File: src/rtl/param_stack.sv
// Parametrised data stack for the stack CPU: T/N visible combinationally, 3-bit stack-op port,
// occupancy count and sticky overflow/underflow flags.
module param_stack #(
  parameter int unsigned WIDTH = 16,
  parameter int unsigned DEPTH = 16,
  localparam int unsigned CW = $clog2(DEPTH + 1)
) (
  input  logic             i_clock,
  input  logic             i_reset_n,
  input  logic [2:0]       i_op,
  input  logic [WIDTH-1:0] i_data,
  input  logic             i_clear_err,
  output logic [WIDTH-1:0] o_top,
  output logic [WIDTH-1:0] o_next,
  output logic [CW-1:0]    o_depth,
  output logic             o_empty,
  output logic             o_full,
  output logic             o_overflow,
  output logic             o_underflow
);

  localparam int unsigned AW = $clog2(DEPTH);

  typedef enum logic [2:0] {
    OpNop     = 3'd0,
    OpPush    = 3'd1,
    OpPop     = 3'd2,
    OpReplace = 3'd3,
    OpDup     = 3'd4,
    OpSwap    = 3'd5,
    OpOver    = 3'd6,
    OpBinop   = 3'd7
  } op_e;

  logic [WIDTH-1:0] mem [DEPTH];

  logic [CW-1:0]    depth_q, depth_d;
  logic             ovf_q, ovf_d;
  logic             unf_q, unf_d;

  logic [AW-1:0]    idx_t, idx_n, idx_w;
  logic [WIDTH-1:0] top, nxt;
  logic [1:0]       req;
  logic             need_space;
  logic             full;
  logic             unf_err, ovf_err;

  // Two write ports so SWAP can exchange T and N in one edge.
  logic             we_a, we_b;
  logic [AW-1:0]    idx_a, idx_b;
  logic [WIDTH-1:0] data_a, data_b;

  assign idx_t = AW'(depth_q - CW'(1));
  assign idx_n = AW'(depth_q - CW'(2));
  assign idx_w = depth_q[AW-1:0];
  assign full  = (depth_q == CW'(DEPTH));

  // Stale array contents stay hidden behind the depth gating.
  assign top = (depth_q != '0)      ? mem[idx_t] : '0;
  assign nxt = (depth_q >= CW'(2))  ? mem[idx_n] : '0;

  always_comb begin
    req        = 2'd0;
    need_space = 1'b0;
    unique case (op_e'(i_op))
      OpNop:     begin req = 2'd0; need_space = 1'b0; end
      OpPush:    begin req = 2'd0; need_space = 1'b1; end
      OpPop:     begin req = 2'd1; need_space = 1'b0; end
      OpReplace: begin req = 2'd1; need_space = 1'b0; end
      OpDup:     begin req = 2'd1; need_space = 1'b1; end
      OpSwap:    begin req = 2'd2; need_space = 1'b0; end
      OpOver:    begin req = 2'd2; need_space = 1'b1; end
      OpBinop:   begin req = 2'd2; need_space = 1'b0; end
      default:   begin req = 2'd0; need_space = 1'b0; end
    endcase
  end

  assign unf_err = (depth_q < CW'(req));
  assign ovf_err = !unf_err && need_space && full;

  always_comb begin
    depth_d = depth_q;
    we_a    = 1'b0;
    we_b    = 1'b0;
    idx_a   = idx_w;
    idx_b   = idx_n;
    data_a  = i_data;
    data_b  = top;
    if (!unf_err && !ovf_err) begin
      unique case (op_e'(i_op))
        OpNop: ;
        OpPush: begin
          we_a    = 1'b1;
          depth_d = depth_q + CW'(1);
        end
        OpPop: depth_d = depth_q - CW'(1);
        OpReplace: begin
          we_a  = 1'b1;
          idx_a = idx_t;
        end
        OpDup: begin
          we_a    = 1'b1;
          data_a  = top;
          depth_d = depth_q + CW'(1);
        end
        OpSwap: begin
          we_a   = 1'b1;
          idx_a  = idx_t;
          data_a = nxt;
          we_b   = 1'b1;
        end
        OpOver: begin
          we_a    = 1'b1;
          data_a  = nxt;
          depth_d = depth_q + CW'(1);
        end
        OpBinop: begin
          we_a    = 1'b1;
          idx_a   = idx_n;
          depth_d = depth_q - CW'(1);
        end
        default: ;
      endcase
    end
  end

  // A fresh error wins over a simultaneous clear.
  assign ovf_d = ovf_err ? 1'b1 : (i_clear_err ? 1'b0 : ovf_q);
  assign unf_d = unf_err ? 1'b1 : (i_clear_err ? 1'b0 : unf_q);

  always_ff @(posedge i_clock or negedge i_reset_n) begin
    if (!i_reset_n) begin
      depth_q <= '0;
      ovf_q   <= 1'b0;
      unf_q   <= 1'b0;
    end else begin
      depth_q <= depth_d;
      ovf_q   <= ovf_d;
      unf_q   <= unf_d;
    end
  end

  always_ff @(posedge i_clock) begin
    if (we_a) mem[idx_a] <= data_a;
    if (we_b) mem[idx_b] <= data_b;
  end

  assign o_top       = top;
  assign o_next      = nxt;
  assign o_depth     = depth_q;
  assign o_empty     = (depth_q == '0);
  assign o_full      = full;
  assign o_overflow  = ovf_q;
  assign o_underflow = unf_q;

endmodule
File: config.mk
export PLATFORM = sky130hd
export DESIGN_NAME = param_stack
export DESIGN_NICKNAME = d
export VERILOG_FILES = /design/src/rtl/param_stack.sv
export SDC_FILE = /design/constraint.sdc
export NUM_CORES = 1
export LEC_CHECK = 0
export CORE_ASPECT_RATIO = 1.75
export CORE_UTILIZATION = 60
export DETAILED_ROUTE_END_ITERATION = 10
export GPL_ROUTABILITY_DRIVEN = 1
export PLACE_DENSITY_LB_ADDON = 0.15
export SLEW_MARGIN = 20
export SYNTH_ARGS = -nofsm -noshare
export SYNTH_HDL_FRONTEND = slang
export SYNTH_SLANG_ARGS = --single-unit
File: constraint.sdc
create_clock -name i_clock -period 10.3 [get_ports i_clock]
set_input_delay 2.06 -clock i_clock [delete_from_list [all_inputs] [get_ports i_clock]]
set_output_delay 2.06 -clock i_clock [all_outputs]
set_load 0.01 [all_outputs]
After elaboration in Yosys (flattened, before gate mapping)

Memory sizes are Yosys's and may differ from the RTL's.
Cells that the tools add are included.

Flip-flop bits (word level): 7
Latch bits: 0
Bits in writable memories: 256
Memory bits (read-only): 24
Input bits: 22
Output and inout bits: 41
Memories: 2

Memories:

| memory          | words | bits a word | read ports | clocked after Yosys merged registers in | write ports | line | text |
|---|---|---|---|---|---|---|---|
| mem             | 16    | 16          | 2          | 0                                       | 2           | 35   | `logic [WIDTH-1:0] mem [DEPTH];` |
| (no name shown) | 8     | 3           | 1          | 0                                       | 0           | 65   | `unique case (op_e'(i_op))` |

$add $sub $neg: 3
$mul: 0
Div/mod/pow operators: 0
$lt $le $gt $ge: 2
Equal/unequal tests: 8
Shift-type cells: 0
Mux-type cells: 18
Bitwise operators: 0
Reductions and logical operators: 16

Operators by type and width:

| operator                                                               | number |
|---|---|
| 16-bit 2-to-1 mux                                                      | 3 |
| 16-bit case mux with 2 select lines                                    | 1 |
| 3-bit equality test (second input constant)                            | 4 |
| 1-bit 2-to-1 mux                                                       | 11 |
| 5-bit case mux with 2 select lines                                     | 1 |
| 4-bit case mux with 2 select lines                                     | 1 |
| 3-bit by 2-bit equality test with 1-bit output (second input constant) | 2 |
| 2-bit nonzero test                                                     | 3 |
| 2-bit OR reduction                                                     | 3 |
| 6-bit OR reduction                                                     | 1 |
| 5-bit by 1-bit adder with 5-bit output (second input constant)         | 1 |
| 5-bit equality test (second input constant)                            | 1 |
| 5-bit by 2-bit >= comparator with 1-bit output (second input constant) | 1 |
| 5-bit logical NOT                                                      | 1 |
| 5-bit by 2-bit < comparator with 1-bit output                          | 1 |
| 5-bit nonzero test                                                     | 1 |
| 5-bit by 1-bit subtractor with 5-bit output (second input constant)    | 1 |
| 4-bit 2-to-1 mux                                                       | 1 |
| 4-bit by 2-bit subtractor with 4-bit output (second input constant)    | 1 |
| 3-bit by 1-bit equality test with 1-bit output (second input constant) | 1 |
| 1-bit logical AND                                                      | 3 |
| 3-bit OR reduction                                                     | 1 |
| 1-bit logical NOT                                                      | 2 |
| 2-bit AND reduction                                                    | 1 |

Depth between registers and ports, before layout

Gate-level depths: netlist of run 1.
An unclocked memory read counts as a cell.

Word-level depth: 10
Gate-level depth with buffers: 16

Least setup slack after synthesis of run 1

OpenSTA, ideal clock, no wires.

Kind: in2reg
From: in i_op[2]
To: mem mem[1][0] (enable)
Library setup time: 411 ps
Arrival: 5,329 ps
Setup slack: 4,560 ps
Stages on the path: 11
Path buffers: 3
Cell sequence: clkbuf_1 -> clkbuf_1 -> o21ai_0 -> ha_1 -> inv_1 -> o311ai_2 -> buf_2 -> nand3_1 -> o21ai_0 -> o211ai_1 -> o21ai_0

RTL lines:

| item        | line | text |
|---|---|---|
| from (decl) | 10   | `input logic [2:0] i_op,` |
| to (decl)   | 35   |  |

Worst setup path after layout of run 1

From: reg depth_q[1] (netlist: o_depth[1])
To: out o_top[4]

Word-level cells in the longest chain between the ends: 3
Elaborated cells on any way between the ends: 4
Classes of those cells: add/sub: 1; mux: 1; reduce/logical: 1; memory: 1

RTL lines:

| item                                        | line | text |
|---|---|---|
| from (decl)                                 | 37   | `logic [CW-1:0] depth_q, depth_d;` |
| from (signal assigned)                      | 137  | `depth_q <= depth_d;` |
| 5-bit by 1-bit subtractor with 5-bit output | -    |  |
| memory 16 x 16 bit                          | -    |  |
| 16-bit 2-to-1 mux (*)                       | 59   | `assign top = (depth_q != '0) ? mem[idx_t] : '0;` |
| to (decl)                                   | 13   | `output logic [WIDTH-1:0] o_top,` |

Mark *: on every way between the ends. The rest lies on a longest branch, timed or not.

==> results of run 1 <==
-- layout make-up --
type                    count  area, um^2
well taps                 324         405
fillers                  1922        8720
inverters                  13        48.8
multi-input cells         822        7860
clock inverters            11        96.3
flip-flops and latches    263        7870
repair buffers             98         891
clock buffers              35         706
-- synth_stat cells, types with 19 or more instances --
cell | instances | area, um^2
o21ai_1 | 24 | 120
nand2_1 | 135 | 507
nor2_1 | 73 | 274
nand3_1 | 22 | 110
buf_2 | 82 | 410
o221ai_1 | 255 | 2230
edfxtp_1 | 256 | 7690
o22ai_1 | 19 | 119
mux2i_1 | 33 | 330
o21ai_0 | 25 | 125
clkbuf_1 | 39 | 146
mux4_2 | 128 | 2880
-- per-stage QoR --
step                      hold slack (ps)  util, %  worst slack [ps]  cells
final                                 557     67.2              2800   1566
after global routing                  590     67.2              2700   1566
after CTS                             565     67.1              2890   1566
after detailed placement              533     64.1              3070   1520
after global placement                531     64.0              3220   1520
after floorplan                       549        -              4560   1243
-- per-layer routing --
metal  track usage, %  wire, um  share of wire (%)
met1             50.6     18200                 31
met3             9.61      7390                 12
met4             41.0      6110                 10
met2             68.3     27900                 47
met5                0         0                  0
-- worst paths after layout --
path / start / to / slack, ps / depth (start not counted)
worst max-delay path: o_depth[1] / o_top[4] / 2800 / 10
worst min-delay path: o_overflow / o_overflow / 560 / 2
worst max register to register: o_depth[1] / mem[2][1] / 4550 / 9
worst min register to register: o_overflow / o_overflow / 560 / 2
max in group asynchronous: i_reset_n / o_depth[0] / 8290 / 1
min in group asynchronous: i_reset_n / o_underflow / 1750 / 1
-- flip-flops by register name (all words and copies together) (netlist names) --
register	count
o_overflow	1
o_depth	5
mem	256
o_underflow	1
-- worst register-to-register path: stages (launching register included) --
cell      delay (ps)
dfrtp_4          840
buf_4            660
ha_1             320
inv_1             70
o311ai_2         740
o211a_2          320
buf_4            410
nor3b_4          700
nand2_1          930
o221ai_1         550
-- logic make-up (layout without fill, tap and decap cells) --
group           count (synthesis)  after routing  synth area share, %
xor+xnor                       13             13                0.701
fa+ha+maj                       9              9                0.693
mux                           177            177                 20.9
simple gates                  261            261                 6.86
flops                         263            263                 48.4
buf+inv                       158            157                 4.61
compound gates                362            362                 17.8
==> results.toml, run 1 <==
[clock_tree]
cts_max_path_buffers = 3
path_clk_slew_ps = 70
numCtsBuffers = 26
cts_max_level = 1
cts_hold_buf = 0
insertion_delay_ps = 560
cts.sink_count = 263
post_cts_buffers = 0
cts_resized = 0
cts-root-buf = "clkbuf_16"
cts_tree = "done"

[routing]
vias = 13500
via_per_inst = 8.63
avgRoutedWirePerCell_um = 38.0
drtAntennaViolNets = 0
routed_wirelength_um = 59600
drcViolationCount = 0
dr.pass1.iters = 6
drtIter0Drc = 1962

[floorplan]
io_pins = 63
rows = 79
core_area_um2 = 26600
die_x_um = 126
initial_core_util_pct = 61.1
die_y_um = 220
fp.dieArea_um2 = 27800

[synthesis]
synthArstFlopShare_pct = 2.66
seq_area_frac_synth_pct = 48.4
synth_edf_count = 256
synth_nets = 1274
syn_inst = 1243
synth_area_um2 = 16200
synth_cell_type_count = 56
yosys_most_used_dff = "edfxtp_1"
synth_seq_cells = 263
synth_warnings = 0
syn_avg_cell_area_um2 = 13.1

[final_layout]
mostFrequentLayoutCells = "256 x edfxtp_1, 255 x o221ai_1, 131 x nand2_1"
final_common_cell = "edfxtp_1"
final_layout_size_suffix_gt1_share_pct = 20.7
diodes = 0
syn2layout_area_growth_pct = 10.0
stdcell_area_um2 = 17900
layout.nets = 1255

[timing]
period_share_pct = 72.8
period_minus_slack_ps = 7500
hold_viol = 0
rsz0062_at_grt = "false"
tightest_slew_ps = 1250
setup_violations = 0
slew_violations = 0
fin_setup_tns_ps = 0
clock_skew_ps = 11.0
fmax_ghz = 0.133
slew_headroom_pct = 16.7

[worst_setup_path]
cp_common_cell = "buf_4"
crit_fanout = 35
cp-start-kind = "flop"
slowest_stage = "dfrtp_4"
worstPathRequired_ps = 8240
worstSetupEndpointType = "primary output"
max_stage_delay_ps = 840
critPathBufInv = 4
cpLargestDelayFamily = "buffers and inverters"
cp.arrival_ps = 5440
crit_chain = "inv_1, ha_1, xor2_4, buf_4, buf_4, mux4_2, mux2i_1, mux2_2, nor2_1, clkdlybuf4s50_1"
path_class = "reg2out"

[place]
place.gp.congestion = 0.916
hpwlAfterDp_um = 35200
port_buffers = 62
placed_area_um2 = 17000

[grt]
grt_overflow = 0
grt_pass1_wl_um = 86200
antenna_found_initial = 1
grt_max_degree = 55
first_global_vias = 13300
grt_use_total_pct = 43.9

[hold_path]
min_path_type = "reg2reg"

[flow_run]
cap_violations = 0

[outcome]
status = "finished, final reports clean"
Power of run 1 is left out: the tool's default activity adds up to more than one toggle a clock period on the data nets, which glitch-free logic cannot reach.
==> run 2: changes to the inputs <==
==> constraint.sdc (replaced) <==
create_clock -name i_clock -period 7 [get_ports i_clock]
set_input_delay 1.4 -clock i_clock [delete_from_list [all_inputs] [get_ports i_clock]]
set_output_delay 1.4 -clock i_clock [all_outputs]
set_load 0.01 [all_outputs]
==> run 2 against run 1 <==
- final area up 0.31%
- global-route usage up 1.0 points
- core utilization up 0.21 points
- setup slack worse by 2200 ps
- die area unchanged
- sequential share of layout area down 0.14 points
- register-to-register slack worse by 2700 ps
- routed wire length up 1.7%
- first-iteration DRC count up 7.3%
- cell count up 1.2%
- via count about the same
- count of clock-buffer cells in the layout down 4
==> results.toml, run 2 (synthesized netlist as in run 1, its figures left out) <==
[grt]
grtUsageMet1_pct = 51.5
antenna_found_initial = 1
use_met3_pct = 11.6
grt_pass1_wl_um = 87900
grt_overflow = 0
grt_use_total_pct = 44.9
grt.met2_usage_pct = 69.9
gr-max-usage-layer = "met2"
grt_max_degree = 113
first_global_vias = 13400

[hold_path]
worstHoldStart = "o_overflow"
min_path_type = "reg2reg"
min_path_cells = 2
hold_end = "o_overflow"

[clock_tree]
insertion_delay_ps = 560
post_cts_buffers = 0
cts_max_path_buffers = 3
cts.sink_count = 263
cts_max_level = 1
cts_hold_buf = 0
path_clk_slew_ps = 70
cts-root-buf = "clkbuf_16"
numCtsBuffers = 24
cts_tree = "done"
cts_resized = 0

[routing]
drtAntennaViolNets = 0
via_per_inst = 8.52
vias = 13500
dr.pass1.iters = 7
routed_wirelength_um = 60600
drtIter0Drc = 2105
drcViolationCount = 0
avgRoutedWirePerCell_um = 38.2

[worst_setup_path]
cp.arrival_ps = 5000
ff2ff_path_depth = 9
slowest_stage = "xor2_4"
path_class = "reg2out"
worstSetupEndpointType = "primary output"
max_stage_delay_ps = 830
reg2reg_to = "mem[3][15]"
r2r_slack_ps = 1840
cp-start-kind = "flop"
worstPathRequired_ps = 5600
crit_chain = "inv_1, ha_1, xor2_4, buf_4, mux4_2, mux2i_1, mux2_2, nor2_1, clkdlybuf4s50_1"
crit_fanout = 25
r2r-start = "o_depth[1]"

[timing]
period_minus_slack_ps = 6400
setup_violations = 0
fin_setup_tns_ps = 0
hold_viol = 0
rsz0062_at_grt = "false"
fmax_ghz = 0.156
period_share_pct = 91.4
clock_skew_ps = 14.1
slew_violations = 0
tightest_slew_ps = 1280
slew_headroom_pct = 14.2

[place]
port_buffers = 62
place.gp.congestion = 0.964
placed_area_um2 = 17200
hpwlAfterDp_um = 37200
dp_cells = 1541

[final_layout]
final_common_cell = "edfxtp_1"
top_register = "mem"
final_core_util_pct = 67.4
stdcell_area_um2 = 17900
mostFrequentLayoutCells = "256 x edfxtp_1, 255 x o221ai_1, 134 x nand2_1"
multi_input_area_um2 = 7780
diodes = 0
final_layout_size_suffix_gt1_share_pct = 22.0
layout.nets = 1274
seq_area_um2 = 7870
syn2layout_area_growth_pct = 10.4
final_cells = 1585
largest_reg_flops = 256
n_fill_cell = 1949

[floorplan]
rows = 79
die_x_um = 126
die_y_um = 220
initial_core_util_pct = 61.1
fp.dieArea_um2 = 27800
core_area_um2 = 26600
io_pins = 63

[outcome]
status = "finished, final reports clean"

[flow_run]
cap_violations = 0
run 2: cell types whose count changed in the layout (fill, tap and decap cells not counted), moves of 3 or more:
cell      change
buf_4        +19
o21ai_4       -8
o21ai_2       +7
clkinv_1      -3
nand2_1       +3
nand2_2       -3
run 2: worst max-delay path by stage:
| stage | slack (ps) | to | from |
|---|---|---|---|
| after floorplan | 1920 | mem[1][0] | i_op[2] |
| after global placement | 1170 | mem[1][8] | i_op[2] |
| after detailed placement | 1040 | mem[1][8] | i_op[2] |
| after CTS | 680 | o_top[1] | o_depth[1] |
| after global routing | 470 | o_top[1] | o_depth[1] |
| final | 600 | o_top[1] | o_depth[1] |
run 2: metal layers:
layer,up-vias,share of wire [%],wire length [um]
li1,5299,-,-
met1,6584,30,18300
met2,1242,46,27900
met3,374,13,8120
met4,2,10,6290
met5,-,0.026,16
run 2: layout make-up:
cell class                 instances  area share [%]
timing repair buffer             119            5.99
multi-input combinational        822            43.4
tap                              324            2.26
clock inverter                    13           0.544
inverter                          13           0.272
clock buffer                      31            3.62
sequential                       263            43.9
run 2: worst max-delay path, delay by kind of cell, from the launching register on:
family | cells | cell delay (ps)
mux | 3 | 1240
flops | 1 | 680
buf+inv | 3 | 1210
fa+ha+maj | 1 | 370
xor+xnor | 1 | 830
simple gates | 1 | 100
run 2: metrics by stage:
stage               worst slack, ps  hold WS [ps]
floorplan                      1920           549
global placement               1170           521
detailed placement             1040           527
CTS                             679           537
global route                    470           570
finish                          602           536
Power of run 2 is left out for the same reason.
